**src/rtl/cache_mem_controller_if.sv**
```systemverilog
// CPU / cache / memory signal bundle for cache_mem_controller.
// The controller connects through the slave modport; the environment connects through the master modport.
interface cache_mem_controller_if #(
  parameter int WORD_W = 32,
  parameter int ADDR_W = 15,
  parameter int CNT_W  = 16
);
  logic              cpu_read;
  logic              cpu_write;
  logic [ADDR_W-1:0] cpu_addr;
  logic [WORD_W-1:0] cpu_wdata;
  logic              cpu_stall;
  logic              cpu_done;
  logic [WORD_W-1:0] cpu_rdata;
  logic [ADDR_W-1:0] cache_addr;
  logic              cache_hit;
  logic [WORD_W-1:0] cache_rdata;
  logic              cache_fill;
  logic              cache_inval;
  logic [ADDR_W-1:0] mem_addr;
  logic              mem_read;
  logic              mem_write;
  logic [WORD_W-1:0] mem_wdata;
  logic [CNT_W-1:0]  hit_count;
  logic [CNT_W-1:0]  miss_count;

  modport slave (
    input  cpu_read, cpu_write, cpu_addr, cpu_wdata, cache_hit, cache_rdata,
    output cpu_stall, cpu_done, cpu_rdata, cache_addr, cache_fill, cache_inval,
           mem_addr, mem_read, mem_write, mem_wdata, hit_count, miss_count
  );

  modport master (
    output cpu_read, cpu_write, cpu_addr, cpu_wdata, cache_hit, cache_rdata,
    input  cpu_stall, cpu_done, cpu_rdata, cache_addr, cache_fill, cache_inval,
           mem_addr, mem_read, mem_write, mem_wdata, hit_count, miss_count
  );
endinterface

```
**src/rtl/cache_mem_controller.sv**
```systemverilog
// Single-outstanding request sequencer for a direct-mapped cache with a write-through,
// no-allocate data memory. It also keeps saturating read hit/miss statistics.
module cache_mem_controller #(
  parameter int WORD_W      = 32,
  parameter int ADDR_W      = 15,
  parameter int MEM_LATENCY = 4,
  parameter int CNT_W       = 16
) (
  input  logic                   clk,
  input  logic                   rst,
  cache_mem_controller_if.slave  bus
);
  localparam int LAT_W = $clog2(MEM_LATENCY + 1);

  typedef enum logic [2:0] {IDLE, LOOKUP, MEM_RD, FILL, RESP, WR} state_e;

  state_e            state_q, state_d;
  logic              op_wr_q, op_wr_d;
  logic [ADDR_W-1:0] addr_q, addr_d;
  logic [WORD_W-1:0] wdata_q, wdata_d;
  logic [LAT_W-1:0]  lat_q, lat_d;
  logic              done_q, done_d;
  logic [WORD_W-1:0] rdata_q, rdata_d;
  logic [CNT_W-1:0]  hit_q, hit_d;
  logic [CNT_W-1:0]  miss_q, miss_d;

  always_ff @(posedge clk or posedge rst) begin
    if (rst) begin
      state_q <= IDLE;
      op_wr_q <= 1'b0;
      addr_q  <= '0;
      wdata_q <= '0;
      lat_q   <= '0;
      done_q  <= 1'b0;
      rdata_q <= '0;
      hit_q   <= '0;
      miss_q  <= '0;
    end else begin
      state_q <= state_d;
      op_wr_q <= op_wr_d;
      addr_q  <= addr_d;
      wdata_q <= wdata_d;
      lat_q   <= lat_d;
      done_q  <= done_d;
      rdata_q <= rdata_d;
      hit_q   <= hit_d;
      miss_q  <= miss_d;
    end
  end

  always_comb begin
    state_d = state_q;
    op_wr_d = op_wr_q;
    addr_d  = addr_q;
    wdata_d = wdata_q;
    lat_d   = lat_q;
    done_d  = 1'b0;
    rdata_d = rdata_q;
    hit_d   = hit_q;
    miss_d  = miss_q;
    case (state_q)
      IDLE: begin
        // A request still high in the done cycle belongs to the previous transaction.
        if ((bus.cpu_read || bus.cpu_write) && !done_q) begin
          op_wr_d = bus.cpu_write;
          addr_d  = bus.cpu_addr;
          wdata_d = bus.cpu_wdata;
          state_d = LOOKUP;
        end
      end
      LOOKUP: begin
        if (op_wr_q) begin
          lat_d   = LAT_W'(MEM_LATENCY);
          state_d = WR;
        end else if (bus.cache_hit) begin
          rdata_d = bus.cache_rdata;
          done_d  = 1'b1;
          if (hit_q != '1) hit_d = hit_q + CNT_W'(1);
          state_d = IDLE;
        end else begin
          if (miss_q != '1) miss_d = miss_q + CNT_W'(1);
          lat_d   = LAT_W'(MEM_LATENCY);
          state_d = MEM_RD;
        end
      end
      MEM_RD: begin
        lat_d = lat_q - LAT_W'(1);
        if (lat_q <= LAT_W'(1)) state_d = FILL;
      end
      FILL: state_d = RESP;
      RESP: begin
        rdata_d = bus.cache_rdata;
        done_d  = 1'b1;
        state_d = IDLE;
      end
      WR: begin
        lat_d = lat_q - LAT_W'(1);
        if (lat_q <= LAT_W'(1)) begin
          done_d  = 1'b1;
          state_d = IDLE;
        end
      end
      default: state_d = IDLE;
    endcase
  end

  // Strobes come from state alone so reset removes them immediately.
  assign bus.cpu_stall   = (state_q != IDLE);
  assign bus.cpu_done    = done_q;
  assign bus.cpu_rdata   = rdata_q;
  assign bus.cache_addr  = addr_q;
  assign bus.mem_addr    = addr_q;
  assign bus.mem_wdata   = wdata_q;
  assign bus.cache_inval = (state_q == LOOKUP) && op_wr_q;
  assign bus.mem_read    = (state_q == MEM_RD) || (state_q == FILL);
  assign bus.cache_fill  = (state_q == FILL);
  assign bus.mem_write   = (state_q == WR);
  assign bus.hit_count   = hit_q;
  assign bus.miss_count  = miss_q;
endmodule

```
**src/flat_wrapper.sv**
```systemverilog
// flat-port wrapper written by rule: the top's interface ports become plain ports
module cache_mem_controller_flat 
#(
  parameter int WORD_W      = 32,
  parameter int ADDR_W      = 15,
  parameter int MEM_LATENCY = 4,
  parameter int CNT_W       = 16
)
  (clk, rst, bus_cpu_read, bus_cpu_write, bus_cpu_addr, bus_cpu_wdata, bus_cache_hit, bus_cache_rdata, bus_cpu_stall, bus_cpu_done, bus_cpu_rdata, bus_cache_addr, bus_cache_fill, bus_cache_inval, bus_mem_addr, bus_mem_read, bus_mem_write, bus_mem_wdata, bus_hit_count, bus_miss_count);
  cache_mem_controller_if #(.WORD_W(WORD_W), .ADDR_W(ADDR_W), .CNT_W(CNT_W)) bus_i ();
  input  logic clk;
  input  logic rst;
  input wire logic [$bits(bus_i.cpu_read)-1:0] bus_cpu_read;
  input wire logic [$bits(bus_i.cpu_write)-1:0] bus_cpu_write;
  input wire logic [$bits(bus_i.cpu_addr)-1:0] bus_cpu_addr;
  input wire logic [$bits(bus_i.cpu_wdata)-1:0] bus_cpu_wdata;
  input wire logic [$bits(bus_i.cache_hit)-1:0] bus_cache_hit;
  input wire logic [$bits(bus_i.cache_rdata)-1:0] bus_cache_rdata;
  output wire logic [$bits(bus_i.cpu_stall)-1:0] bus_cpu_stall;
  output wire logic [$bits(bus_i.cpu_done)-1:0] bus_cpu_done;
  output wire logic [$bits(bus_i.cpu_rdata)-1:0] bus_cpu_rdata;
  output wire logic [$bits(bus_i.cache_addr)-1:0] bus_cache_addr;
  output wire logic [$bits(bus_i.cache_fill)-1:0] bus_cache_fill;
  output wire logic [$bits(bus_i.cache_inval)-1:0] bus_cache_inval;
  output wire logic [$bits(bus_i.mem_addr)-1:0] bus_mem_addr;
  output wire logic [$bits(bus_i.mem_read)-1:0] bus_mem_read;
  output wire logic [$bits(bus_i.mem_write)-1:0] bus_mem_write;
  output wire logic [$bits(bus_i.mem_wdata)-1:0] bus_mem_wdata;
  output wire logic [$bits(bus_i.hit_count)-1:0] bus_hit_count;
  output wire logic [$bits(bus_i.miss_count)-1:0] bus_miss_count;
  assign bus_i.cpu_read = bus_cpu_read;
  assign bus_i.cpu_write = bus_cpu_write;
  assign bus_i.cpu_addr = bus_cpu_addr;
  assign bus_i.cpu_wdata = bus_cpu_wdata;
  assign bus_i.cache_hit = bus_cache_hit;
  assign bus_i.cache_rdata = bus_cache_rdata;
  assign bus_cpu_stall = bus_i.cpu_stall;
  assign bus_cpu_done = bus_i.cpu_done;
  assign bus_cpu_rdata = bus_i.cpu_rdata;
  assign bus_cache_addr = bus_i.cache_addr;
  assign bus_cache_fill = bus_i.cache_fill;
  assign bus_cache_inval = bus_i.cache_inval;
  assign bus_mem_addr = bus_i.mem_addr;
  assign bus_mem_read = bus_i.mem_read;
  assign bus_mem_write = bus_i.mem_write;
  assign bus_mem_wdata = bus_i.mem_wdata;
  assign bus_hit_count = bus_i.hit_count;
  assign bus_miss_count = bus_i.miss_count;
  cache_mem_controller #(.WORD_W(WORD_W), .ADDR_W(ADDR_W), .MEM_LATENCY(MEM_LATENCY), .CNT_W(CNT_W)) u_core (.clk(clk), .rst(rst), .bus(bus_i));
endmodule
```
**config.mk**
```make
export PLATFORM = sky130hd
export DESIGN_NAME = cache_mem_controller_flat
export DESIGN_NICKNAME = d
export VERILOG_FILES = /design/src/rtl/cache_mem_controller_if.sv /design/src/rtl/cache_mem_controller.sv /design/src/flat_wrapper.sv
export SDC_FILE = /design/constraint.sdc
export NUM_CORES = 1
export LEC_CHECK = 0
export CORE_MARGIN = 2
export CORE_UTILIZATION = 46
export DETAILED_ROUTE_END_ITERATION = 8
export GPL_ROUTABILITY_DRIVEN = 1
export PLACE_DENSITY_LB_ADDON = 0.12
export SLEW_MARGIN = 15
export SYNTH_ARGS = -nofsm -noshare
export SYNTH_HDL_FRONTEND = slang
export SYNTH_SLANG_ARGS = --single-unit
export TNS_END_PERCENT = 30
```
**constraint.sdc**
```tcl
create_clock -name clk -period 5.37 [get_ports clk]
set_input_delay 0.537 -clock clk [delete_from_list [all_inputs] [get_ports clk]]
set_output_delay 0.537 -clock clk [all_outputs]
set_load 0.01 [all_outputs]
```
==> out/metrics.yaml <==
grt_usage: 0.2141
wl_per_cell_um: 16.73
ir_drop_uv: 308.5
slew_headroom: 0.3091
cts_tree: "done"
drtAntennaViolNets: 0
yosys.area.top_type_share: 0.5871
grt_max_degree: 74
critPathCaptureType: "output pin"
seqCellArea_um2: 2978
routed_wl_mm: 12.31
core_um2: 10790
multi_input_area_um2: 1861
power_frac_comb: 0.418
hold_path_class: "reg2reg"
antenna_found_initial: 0
rsz0062_at_grt: "no"
p_sw_mw: 1.361
slowest_stage: "clkdlybuf4s50_1"
path_clk_slew_ps: 60
crit_chain: "and2b_1 > nand2_1 > inv_1 > clkdlybuf4s50_1"
syn_to_final_growth_pct: 54.34
setup_violations: 0
fillerInstances: 790
ioPinCount: 216
drt_pass1_iterations: 4
synth_area_leaders: "dfrtp_1 (59%), mux2_2 (17%), xor2_1 (3.1%)"
postCtsHoldBufs: 0
routed_via_density: 4.976
cap_violations: 0
grt_pass1_vias: 3823
h-tree-depth: 4
worstPathArrival_ps: 2000
ys_types: 43
power_frac_seq: 0.330
cts_buffers: 17
cts_resized: 0
gr-total-overflow: 0
cellPowerDensity_nw_per_um2: 585.2
n_antenna_cell: 0
finalSetupTns_ps: 0
hold_viol_final: 0
final_layout_size_suffix_gt1_frac: 0.2097
grt_first_pass_wirelength_mm: 19.02
max_freq_mhz: 393.6
syn_nets: 462
synthCells: 374
via_count: 3662
cts_sinks: 119
place_hpwl_mm: 8.958
fin_skew_ps: 6.634
p_leak_nw: 3.319
gp_congestion: 0.8072
switching_share: 0.2972
fin_nets: 672
fp.dieH_um: 109.0
synth-seq-area-share: 0.5871
period_share: 0.4731
io_buffers: 215
syn_area_um2: 5072
worst_pin_slew_ps: 1034
slowest_delay_ps: 560
route.detailed.drc: 0
drt_iter0_markers: 103
cp_max_fo: 9
clockPowerShare: 0.252
final_util: 0.7254
period_minus_slack_ps: 2541
status: "finished clean"
ys_warn_count: 0
synth_top_cell_by_area: "dfrtp_1"
insertion_delay_ps: 510
avgSynthCellArea_um2: 13.56
worstPathRequired_ps: 4830
synth_seq_cells: 119
rows: 38
cts_max_path_buffers: 2
die_area_um2: 11880
drv_slew: 0
critPathKind: "reg2out"
hold_slack_ps: 494.1
die_x_um: 109.0
start_util: 0.4700
internal-power_mw: 3.220
start_kind: "flop"
post_cts_buffers: 0
cts-root-buf: "clkbuf_8"
## per-layer routing
layer | vias to the layer above | wire (um) | global-route usage
li1 | 1695 | - | -
met1 | 1780 | 4477 | 0.2355
met2 | 162 | 6160 | 0.3518
met3 | 25 | 1328 | 0.09205
met4 | 0 | 343 | 0.1108
met5 | - | 0 | 0
## cell type report
class | count | share of cell area
sequential | 119 | 0.3804
tap | 140 | 0.02237
multi-input combinational | 221 | 0.2377
clock inverter | 7 | 0.01470
inverter | 8 | 0.004155
timing repair buffer | 217 | 0.2768
clock buffer | 24 | 0.06393
## state kept, by name (all words and copies together), names as in the netlist
name,count
u_core.state_q,3
u_core.lat_q,3
u_core.bus.cpu_rdata,32
u_core.op_wr_q,1
u_core.bus.mem_wdata,32
u_core.bus.miss_count,16
u_core.bus.cache_addr,15
u_core.bus.cpu_done,1
u_core.bus.hit_count,16
## power groups by stage
stage / combinational (mW) / sequential (mW) / clock, mW
6_report: 1.92 / 1.51 / 1.16
5_1_grt: 2.06 / 1.56 / 1.22
4_1_cts: 1.94 / 1.51 / 1.18
3_5_place_dp: 1.93 / 1.52 / 0
3_3_place_gp: 1.88 / 1.50 / 0
2_1_floorplan: 0.864 / 1.64 / 0
## metrics by stage
stage               total power [mW]  cells  worst slack, ps  cell area (um^2)
floorplan                      2.505    374             1676              5072
global placement               3.385    705             2807              7213
detailed placement             3.457    705             2760              7213
CTS                            4.636    736             2806              7829
global route                   4.841    736             2703              7829
finish                         4.581    736             2829              7829
## worst paths after layout
| check | end | from | slack, ps | cells past startpoint |
|---|---|---|---|---|
| worst max-delay path | bus_mem_write | u_core.state_q[1] | 2830 | 4 |
| worst min-delay path | u_core.bus.mem_wdata[12] | u_core.bus.mem_wdata[12] | 490 | 1 |
| worst max register to register | u_core.bus.mem_wdata[20] | u_core.state_q[2] | 2920 | 4 |
| worst min register to register | u_core.bus.mem_wdata[12] | u_core.bus.mem_wdata[12] | 490 | 1 |
| max in group asynchronous | u_core.bus.hit_count[10] | rst | 3690 | 3 |
| min in group asynchronous | u_core.bus.mem_wdata[5] | rst | 560 | 2 |
## cell usage in the layout (no fill, tap or decap), drive strengths merged, types with 3 or more instances in the layout
cell type	n
nor4	4
ha	4
inv	8
xor2	18
xnor2	12
nand4	7
nor3	11
mux2	82
clkbuf	24
dfrtp	119
and2	4
and3	4
nand3	8
bufinv	3
nand2	25
nand2b	3
nor2	16
o21ai	4
clkdlybuf4s50	215
## worst max-delay path, delay by kind of cell, from the launching register on
family        cells  cell delay [ps]
flops             1              480
simple gates      2              360
buf+inv           2              650
## synthesized netlist by cell type, drive strengths merged
cell	n
o21bai	1
buf	26
xor2	18
a31oi	1
xnor2	12
nor4b	1
nor2b	1
or3b	1
and2	4
or4	1
nand3	8
a21o	2
nand4	7
nand2b	3
nand2	25
and4	1
o21ai	4
a21oi	2
o21a	1
o22ai	1
and2b	1
inv	8
or3	2
nor4	4
and3	4
nand3b	1
mux2	82
nor3	11
nor2	16
dfrtp	119
or2	2
ha	4
## logic make-up after synthesis
group,synth area share
compound gates,0.01628
flops,0.5871
buf+inv,0.04761
mux,0.1828
simple gates,0.1046
xor+xnor,0.05180
fa+ha+maj,0.009867
Power figures use the tool's default switching activity.
